==> config.mk <==
export PLATFORM = sky130hd
export DESIGN_NAME = cpu_fetch_hq
export DESIGN_NICKNAME = d
export VERILOG_FILES = /design/src/rtl/cpu_fetch_pkg.sv /design/src/rtl/cpu_hw_queue.sv /design/src/rtl/cpu_fetch_hq.sv
export SDC_FILE = /design/constraint.sdc
export NUM_CORES = 1
export LEC_CHECK = 0
export BUFFER_PORTS_ARGS = -buffer_cell sky130_fd_sc_hd__buf_4
export CAP_MARGIN = 40
export CELL_PAD_IN_SITES_DETAIL_PLACEMENT = 1
export CELL_PAD_IN_SITES_GLOBAL_PLACEMENT = 2
export CORE_UTILIZATION = 34
export CTS_BUF_LIST = sky130_fd_sc_hd__clkbuf_2
export DETAILED_ROUTE_END_ITERATION = 6
export PLACE_DENSITY_LB_ADDON = 0.12
export SKIP_CTS_REPAIR_TIMING = 1
export SLEW_MARGIN = 20
export SYNTH_ARGS = -nofsm -noshare
export SYNTH_HDL_FRONTEND = slang
export SYNTH_SLANG_ARGS = --single-unit
==> constraint.sdc <==
create_clock -name clk_i -period 4.41 [get_ports clk_i]
set_clock_uncertainty 0.15 [all_clocks]
set_input_delay 0.2205 -clock clk_i [delete_from_list [all_inputs] [get_ports clk_i]]
set_output_delay 0.2205 -clock clk_i [all_outputs]
set_load 0.02 [all_outputs]
==> src/rtl/cpu_fetch_pkg.sv <==
// Shared types and instruction-length decode for the moxie fetch unit.
package cpu_fetch_pkg;

    typedef logic [15:0] halfword_t;

    localparam int unsigned INSN_SHORT_HW = 1;
    localparam int unsigned INSN_LONG_HW  = 3;

    // Form-1 opcodes carrying a 32-bit immediate/address word after the opcode.
    function automatic logic is_long(input halfword_t op);
        logic r;
        casez (op)
            16'h01??,                               // ldi.l
            16'h03??,                               // jsra
            16'h08??, 16'h09??,                     // lda.l, sta.l
            16'h0c??, 16'h0d??,                     // ldo.l, sto.l
            16'h1a??,                               // jmpa
            16'h1b??, 16'h1d??, 16'h1f??,           // ldi.b, lda.b, sta.b
            16'h20??, 16'h22??, 16'h24??,           // ldi.s, lda.s, sta.s
            16'h36??, 16'h37??, 16'h38??, 16'h39??: // ldo.b, sto.b, ldo.s, sto.s
                r = 1'b1;
            default:
                r = 1'b0;
        endcase
        return r;
    endfunction

endpackage

==> src/rtl/cpu_hw_queue.sv <==
// Circular halfword queue: push 1/2, pop 1/3, three-entry peek at the head, flush.
module cpu_hw_queue
    import cpu_fetch_pkg::*;
#(
    parameter int unsigned QDEPTH_LOG2 = 3
) (
    input  logic                 clk_i,
    input  logic                 rst_i,
    input  logic                 flush_i,
    input  logic                 push_i,
    input  logic                 push_two_i,
    input  halfword_t            push_hw0_i,
    input  halfword_t            push_hw1_i,
    input  logic                 pop_i,
    input  logic                 pop_three_i,
    output halfword_t            peek0_o,
    output halfword_t            peek1_o,
    output halfword_t            peek2_o,
    output logic [QDEPTH_LOG2:0] level_o
);

    localparam int unsigned DEPTH = 1 << QDEPTH_LOG2;
    localparam int unsigned PW    = QDEPTH_LOG2;
    localparam int unsigned LW    = QDEPTH_LOG2 + 1;

    halfword_t         mem_q [DEPTH];
    logic [PW-1:0]     head_q, head_d, tail_q, tail_d;
    logic [LW-1:0]     level_q, level_d;
    logic [PW-1:0]     push_n, pop_n;
    logic [PW-1:0]     tail_p1, head_p1, head_p2;

    assign tail_p1 = tail_q + PW'(1);
    assign head_p1 = head_q + PW'(1);
    assign head_p2 = head_q + PW'(2);

    always_comb begin
        push_n  = push_i ? (push_two_i ? PW'(2) : PW'(1)) : '0;
        pop_n   = pop_i ? (pop_three_i ? PW'(3) : PW'(1)) : '0;
        head_d  = head_q + pop_n;
        tail_d  = tail_q + push_n;
        level_d = level_q + LW'(push_n) - LW'(pop_n);
        if (flush_i) begin
            head_d  = '0;
            tail_d  = '0;
            level_d = '0;
        end
    end

    always_ff @(posedge clk_i) begin
        if (rst_i) begin
            head_q  <= '0;
            tail_q  <= '0;
            level_q <= '0;
        end else begin
            head_q  <= head_d;
            tail_q  <= tail_d;
            level_q <= level_d;
        end
    end

    // Storage needs no reset: nothing is visible until level covers it.
    always_ff @(posedge clk_i) begin
        if (push_i && !flush_i) begin
            mem_q[tail_q] <= push_hw0_i;
            if (push_two_i) begin
                mem_q[tail_p1] <= push_hw1_i;
            end
        end
    end

    assign peek0_o = mem_q[head_q];
    assign peek1_o = mem_q[head_p1];
    assign peek2_o = mem_q[head_p2];
    assign level_o = level_q;

endmodule

==> src/rtl/cpu_fetch_hq.sv <==
// Moxie fetch unit: word fetch over strobe/ack, halfword queue alignment, branch redirect.
module cpu_fetch_hq
    import cpu_fetch_pkg::*;
#(
    parameter logic [31:0] BOOT_ADDRESS = 32'h0000_1000,
    parameter int unsigned QDEPTH_LOG2  = 3
) (
    input  logic                 clk_i,
    input  logic                 rst_i,
    output logic [31:0]          imem_address_o,
    output logic                 imem_stb_o,
    input  logic                 imem_ack_i,
    input  logic [31:0]          imem_data_i,
    input  logic                 branch_flag_i,
    input  logic [31:0]          branch_target_i,
    input  logic                 stall_i,
    output logic [15:0]          opcode,
    output logic [31:0]          operand,
    output logic                 valid,
    output logic [31:0]          PC_o,
    output logic [QDEPTH_LOG2:0] qlevel_o
);

    localparam int unsigned DEPTH = 1 << QDEPTH_LOG2;
    localparam int unsigned LW    = QDEPTH_LOG2 + 1;

    if (QDEPTH_LOG2 < 2 || QDEPTH_LOG2 > 6) begin : g_bad_depth
        $error("cpu_fetch_hq: QDEPTH_LOG2 must lie in 2..6");
    end

    logic [31:0]   fetch_pc_q, fetch_pc_d, pc_q, pc_d;
    logic          skip_low_q, skip_low_d, discard_q, discard_d, stb_q, stb_d;
    halfword_t     peek0, peek1, peek2;
    logic [LW-1:0] level, push_n, pop_n, level_next;
    logic          head_long, pop, push, issue_ok;

    assign head_long = is_long(peek0);
    assign valid     = head_long ? (level >= LW'(INSN_LONG_HW)) : (level >= LW'(INSN_SHORT_HW));
    assign opcode    = valid ? peek0 : '0;
    assign operand   = (valid && head_long) ? {peek1, peek2} : '0;
    assign pop       = valid && !stall_i && !branch_flag_i;
    assign push      = stb_q && imem_ack_i && !branch_flag_i;

    // Issue decision looks at the level after this cycle's push and pop.
    assign push_n     = push ? (skip_low_q ? LW'(INSN_SHORT_HW) : LW'(2)) : '0;
    assign pop_n      = pop ? (head_long ? LW'(INSN_LONG_HW) : LW'(INSN_SHORT_HW)) : '0;
    assign level_next = level + push_n - pop_n;
    assign issue_ok   = level_next <= LW'(DEPTH - 2);

    always_comb begin
        fetch_pc_d = fetch_pc_q;
        pc_d       = pc_q;
        skip_low_d = skip_low_q;
        discard_d  = discard_q;
        stb_d      = stb_q;
        if (pop) begin
            pc_d = pc_q + (head_long ? 32'(2 * INSN_LONG_HW) : 32'(2 * INSN_SHORT_HW));
        end
        if (branch_flag_i) begin
            pc_d       = branch_target_i & ~32'd1;
            fetch_pc_d = branch_target_i & ~32'd3;
            skip_low_d = branch_target_i[1];
            // A request still in flight must have its ack swallowed before refetching.
            if ((stb_q || discard_q) && !imem_ack_i) begin
                discard_d = 1'b1;
                stb_d     = 1'b0;
            end else begin
                discard_d = 1'b0;
                stb_d     = 1'b1;
            end
        end else if (discard_q) begin
            if (imem_ack_i) begin
                discard_d = 1'b0;
                stb_d     = issue_ok;
            end
        end else if (stb_q) begin
            if (imem_ack_i) begin
                fetch_pc_d = fetch_pc_q + 32'd4;
                skip_low_d = 1'b0;
                stb_d      = issue_ok;
            end
        end else begin
            stb_d = issue_ok;
        end
    end

    always_ff @(posedge clk_i) begin
        if (rst_i) begin
            fetch_pc_q <= BOOT_ADDRESS;
            pc_q       <= BOOT_ADDRESS;
            skip_low_q <= 1'b0;
            discard_q  <= 1'b0;
            stb_q      <= 1'b0;
        end else begin
            fetch_pc_q <= fetch_pc_d;
            pc_q       <= pc_d;
            skip_low_q <= skip_low_d;
            discard_q  <= discard_d;
            stb_q      <= stb_d;
        end
    end

    cpu_hw_queue #(
        .QDEPTH_LOG2(QDEPTH_LOG2)
    ) u_queue (
        .clk_i       (clk_i),
        .rst_i       (rst_i),
        .flush_i     (branch_flag_i),
        .push_i      (push),
        .push_two_i  (!skip_low_q),
        .push_hw0_i  (skip_low_q ? imem_data_i[15:0] : imem_data_i[31:16]),
        .push_hw1_i  (imem_data_i[15:0]),
        .pop_i       (pop),
        .pop_three_i (head_long),
        .peek0_o     (peek0),
        .peek1_o     (peek1),
        .peek2_o     (peek2),
        .level_o     (level)
    );

    assign imem_address_o = fetch_pc_q;
    assign imem_stb_o     = stb_q;
    assign PC_o           = pc_q;
    assign qlevel_o       = level;

endmodule
==> metrics.txt <==
status=complete, no violations; worst min-delay path startpoint=branch_target_i[10]; Fin Setup TNS=0 ns; clock network power share=31.1%; Max-slew headroom=42.4%; RSZ-0062 raised after global routing=yes; WP data arrival=roughly 4.0 ns; Final ANT Viol Nets=0; Yosys cell types=55; largest net degree at the start of global routing=49; Hold WC Path Type=in2reg; top post-synthesis cells by count=nor2_1, a21oi_1, edfxtp_1; Reg clk slew, reported paths=0.10 ns; EDFF count, synth=about 130; Die Ht=between 150 and 200 microns; TritonCTS clock tree=built; Comb pwr share=22.8%; Main synth FF type=edfxtp_1; number of setup violations in the final report=0; Core Area=0.0355 sq mm; Via Count=11000; Cell Area, Synth=0.0122 sq mm; PwrDens=290 mW/mm^2; routed len/inst=~22 microns; Root Buffer Master=clkbuf_2; Sw Ratio=32.1%; vias per cell=5.44; clk sinks=202; Reg area=0.00533 sq mm; Slew Limit Fails=0; Final HPWL DP=29.7 mm; R2R cell count=14; area of the multi-input gates=0.00670 sq mm; Worst setup startpoint=u_queue.head_q[0]$_SDFF_PP0_; final hold slack=0.0551 ns; Mapped Avg Cell Area=just over 10 sq um; Routed WL=~44 mm; filler cell count=3989; Crit Path Class=reg2out; layout cells sized above 1=a little under a third; CTS max path bufs=3; hold path cells=4; top post-synthesis cells by area=edfxtp_1, mux4_2, dfxtp_1, a21oi_1, nor2_1; P_int=3190 uW; vias in the first global route=10700; Syn-to-layout area delta=32.4%; die width=192 microns; H-tree levels=2; gr usage total=a little under a quarter; Starting Density=34.5%; post-route setup slack=0.0837 ns; total grt overflow=0; Reg2Reg Setup Slack=0.09 ns; die footprint=0.0367 sq mm; antenna violations before repair=1; nets=1593; Flop pwr share=46.1%; r2r startpoint=u_queue.head_q[0]$_SDFF_PP0_; Critical Path End=operand[15]; Max IR drop VDD=0.000152 V; Port-buffer cells=182; top cell type's share of synthesized area=31.4%; first-pass GRT wire length=63.7 mm; Reg2Reg Capture Point=PC_o[17]$_SDFFE_PP0P_; Iteration-0 DRC Markers=617; Psw=around 1500 uW; Worst Tran Pin Value=0.862 ns; TritonCTS buffer count=56; Yosys top cell by area=edfxtp_1; worst-path maximum fanout=8; min cycle time layout=4.33 ns; Mapped Cells=1205; Ys Warns=0; 1st-pass router iterations=5; Rows=69; Seq/Total Area, Yosys=43.5%; drc violations=0; CP Capture Type=primary output; Tcrit/Tclk final=98.1%; Final Hold Viols=0; asr flop ratio synth=0%; most common cell in the netlist=nor2_1; leakage power=0.00602 uW; Seq cells post-synth=202; CP Data Required Time=4.04 ns; CP startpoint kind=register; MaxCap Viol Count=0; DP Worst Slack=-0.0427 ns; Top Ports=187; GP Congestion=approximately 0.8; Max Clk Rate=about 230 MHz; Clock Latency Late Sink=about 0.9 ns
==> layout by cell type (no fill, tap or decap), drive strengths merged, types with 3 or more instances in the layout <==
master	Yosys	routed
dfxtp	74	74
a21oi	178	178
nor4b	3	3
fa	5	5
and3	6	6
nor4	16	16
clkbuf	68	83
o21ai	32	32
xor2	28	28
a211oi	10	10
nor2b	3	3
a31oi	8	8
or4	3	3
mux4	78	78
nor2	185	185
a21boi	18	18
edfxtp	128	128
and4	5	5
mux2i	38	38
o21a	19	19
nand2	92	92
and2	9	9
or3	8	8
buf	33	254
nor3	8	8
o31ai	4	4
inv	26	26
nand3	29	29
dlygate4sd3	0	88
nand4	17	17
mux2	6	6
clkinv	0	18
o31a	26	26
xnor2	15	15
ha	11	11
conb	1	3
==> flip-flops by register name (all words and copies together) (netlist names) <==
name / cells
PC_o: 31
discard_q: 1
imem_address_o: 30
imem_stb_o: 1
skip_low_q: 1
u_queue.head_q: 3
u_queue.level_o: 4
u_queue.mem_q: 128
u_queue.tail_q: 3
==> final cells by class <==
class,count,share of cell area [%]
Sequential cell,202,32.9
Tap cell,461,3.56
Timing Repair Buffer,344,18.1
Antenna cell,2,0.0309
Inverter,26,0.603
Multi-Input combinational cell,878,41.4
Clock inverter,20,0.842
Clock buffer,81,2.50
==> routing by layer <==
layer	vias to the layer above	share of wire (%)	global-route usage [%]
li1	5104	-	-
met1	5459	44	30.0
met2	306	49	39.7
met3	81	4.6	3.22
met4	0	2.5	7.02
met5	-	0	0
==> stage by stage <==
step,std cells,total power (uW),utilization [%],instance area [sq um]
2_1_floorplan,1207,2740,-,12300
3_3_place_gp,1812,3140,40.4,14300
3_5_place_dp,1814,3150,40.5,14400
4_1_cts,1915,4630,42.0,14900
5_1_grt,2014,4920,45.6,16200
6_report,2014,4700,45.6,16200
==> worst max-delay path, cell delays in order (launching register included) <==
cell	delay (ns)
dfxtp_4	0.44
buf_4	0.14
mux4_2	0.51
mux2i_2	0.19
or4bb_1	0.51
o211ai_1	0.18
nor2_2	0.08
nor4b_4	0.27
buf_4	0.21
nand2_8	0.09
clkbuf_16	0.24
a21oi_4	0.17
buf_6	0.14
==> logic make-up (layout without fill, tap and decap cells) <==
kind of cell | Yosys count | after routing | synth area share (%)
compound gates | 303 | 303 | 14.6
mux | 122 | 122 | 18.2
other cells | 1 | 5 | 0.0307
fa+ha+maj | 16 | 16 | 1.94
xor+xnor | 43 | 43 | 3.08
buf+inv | 127 | 471 | 4.27
simple gates | 391 | 391 | 14.3
flops | 202 | 202 | 43.5
==> worst min path at each step <==
stage                                                  to  slack, ns
after CTS                            discard_q$_SDFF_PP0_      -0.68
after global routing                 PC_o[1]$_SDFFE_PP0P_       0.02
after global placement               discard_q$_SDFF_PP0_       0.31
final                     imem_address_o[10]$_SDFFE_PP0P_       0.06
after floorplan                      PC_o[1]$_SDFFE_PP0P_       0.24
after detailed placement             discard_q$_SDFF_PP0_       0.33
==> power by group through the flow <==
stage	clock, uW	sequential (uW)	combinational, uW
after detailed placement	0	2210	943
after global placement	0	2210	929
after CTS	1510	2170	947
final	1460	2170	1070
after global routing	1580	2180	1160
after floorplan	0	2240	498
Note: power is estimated with default switching activity, not from simulation.
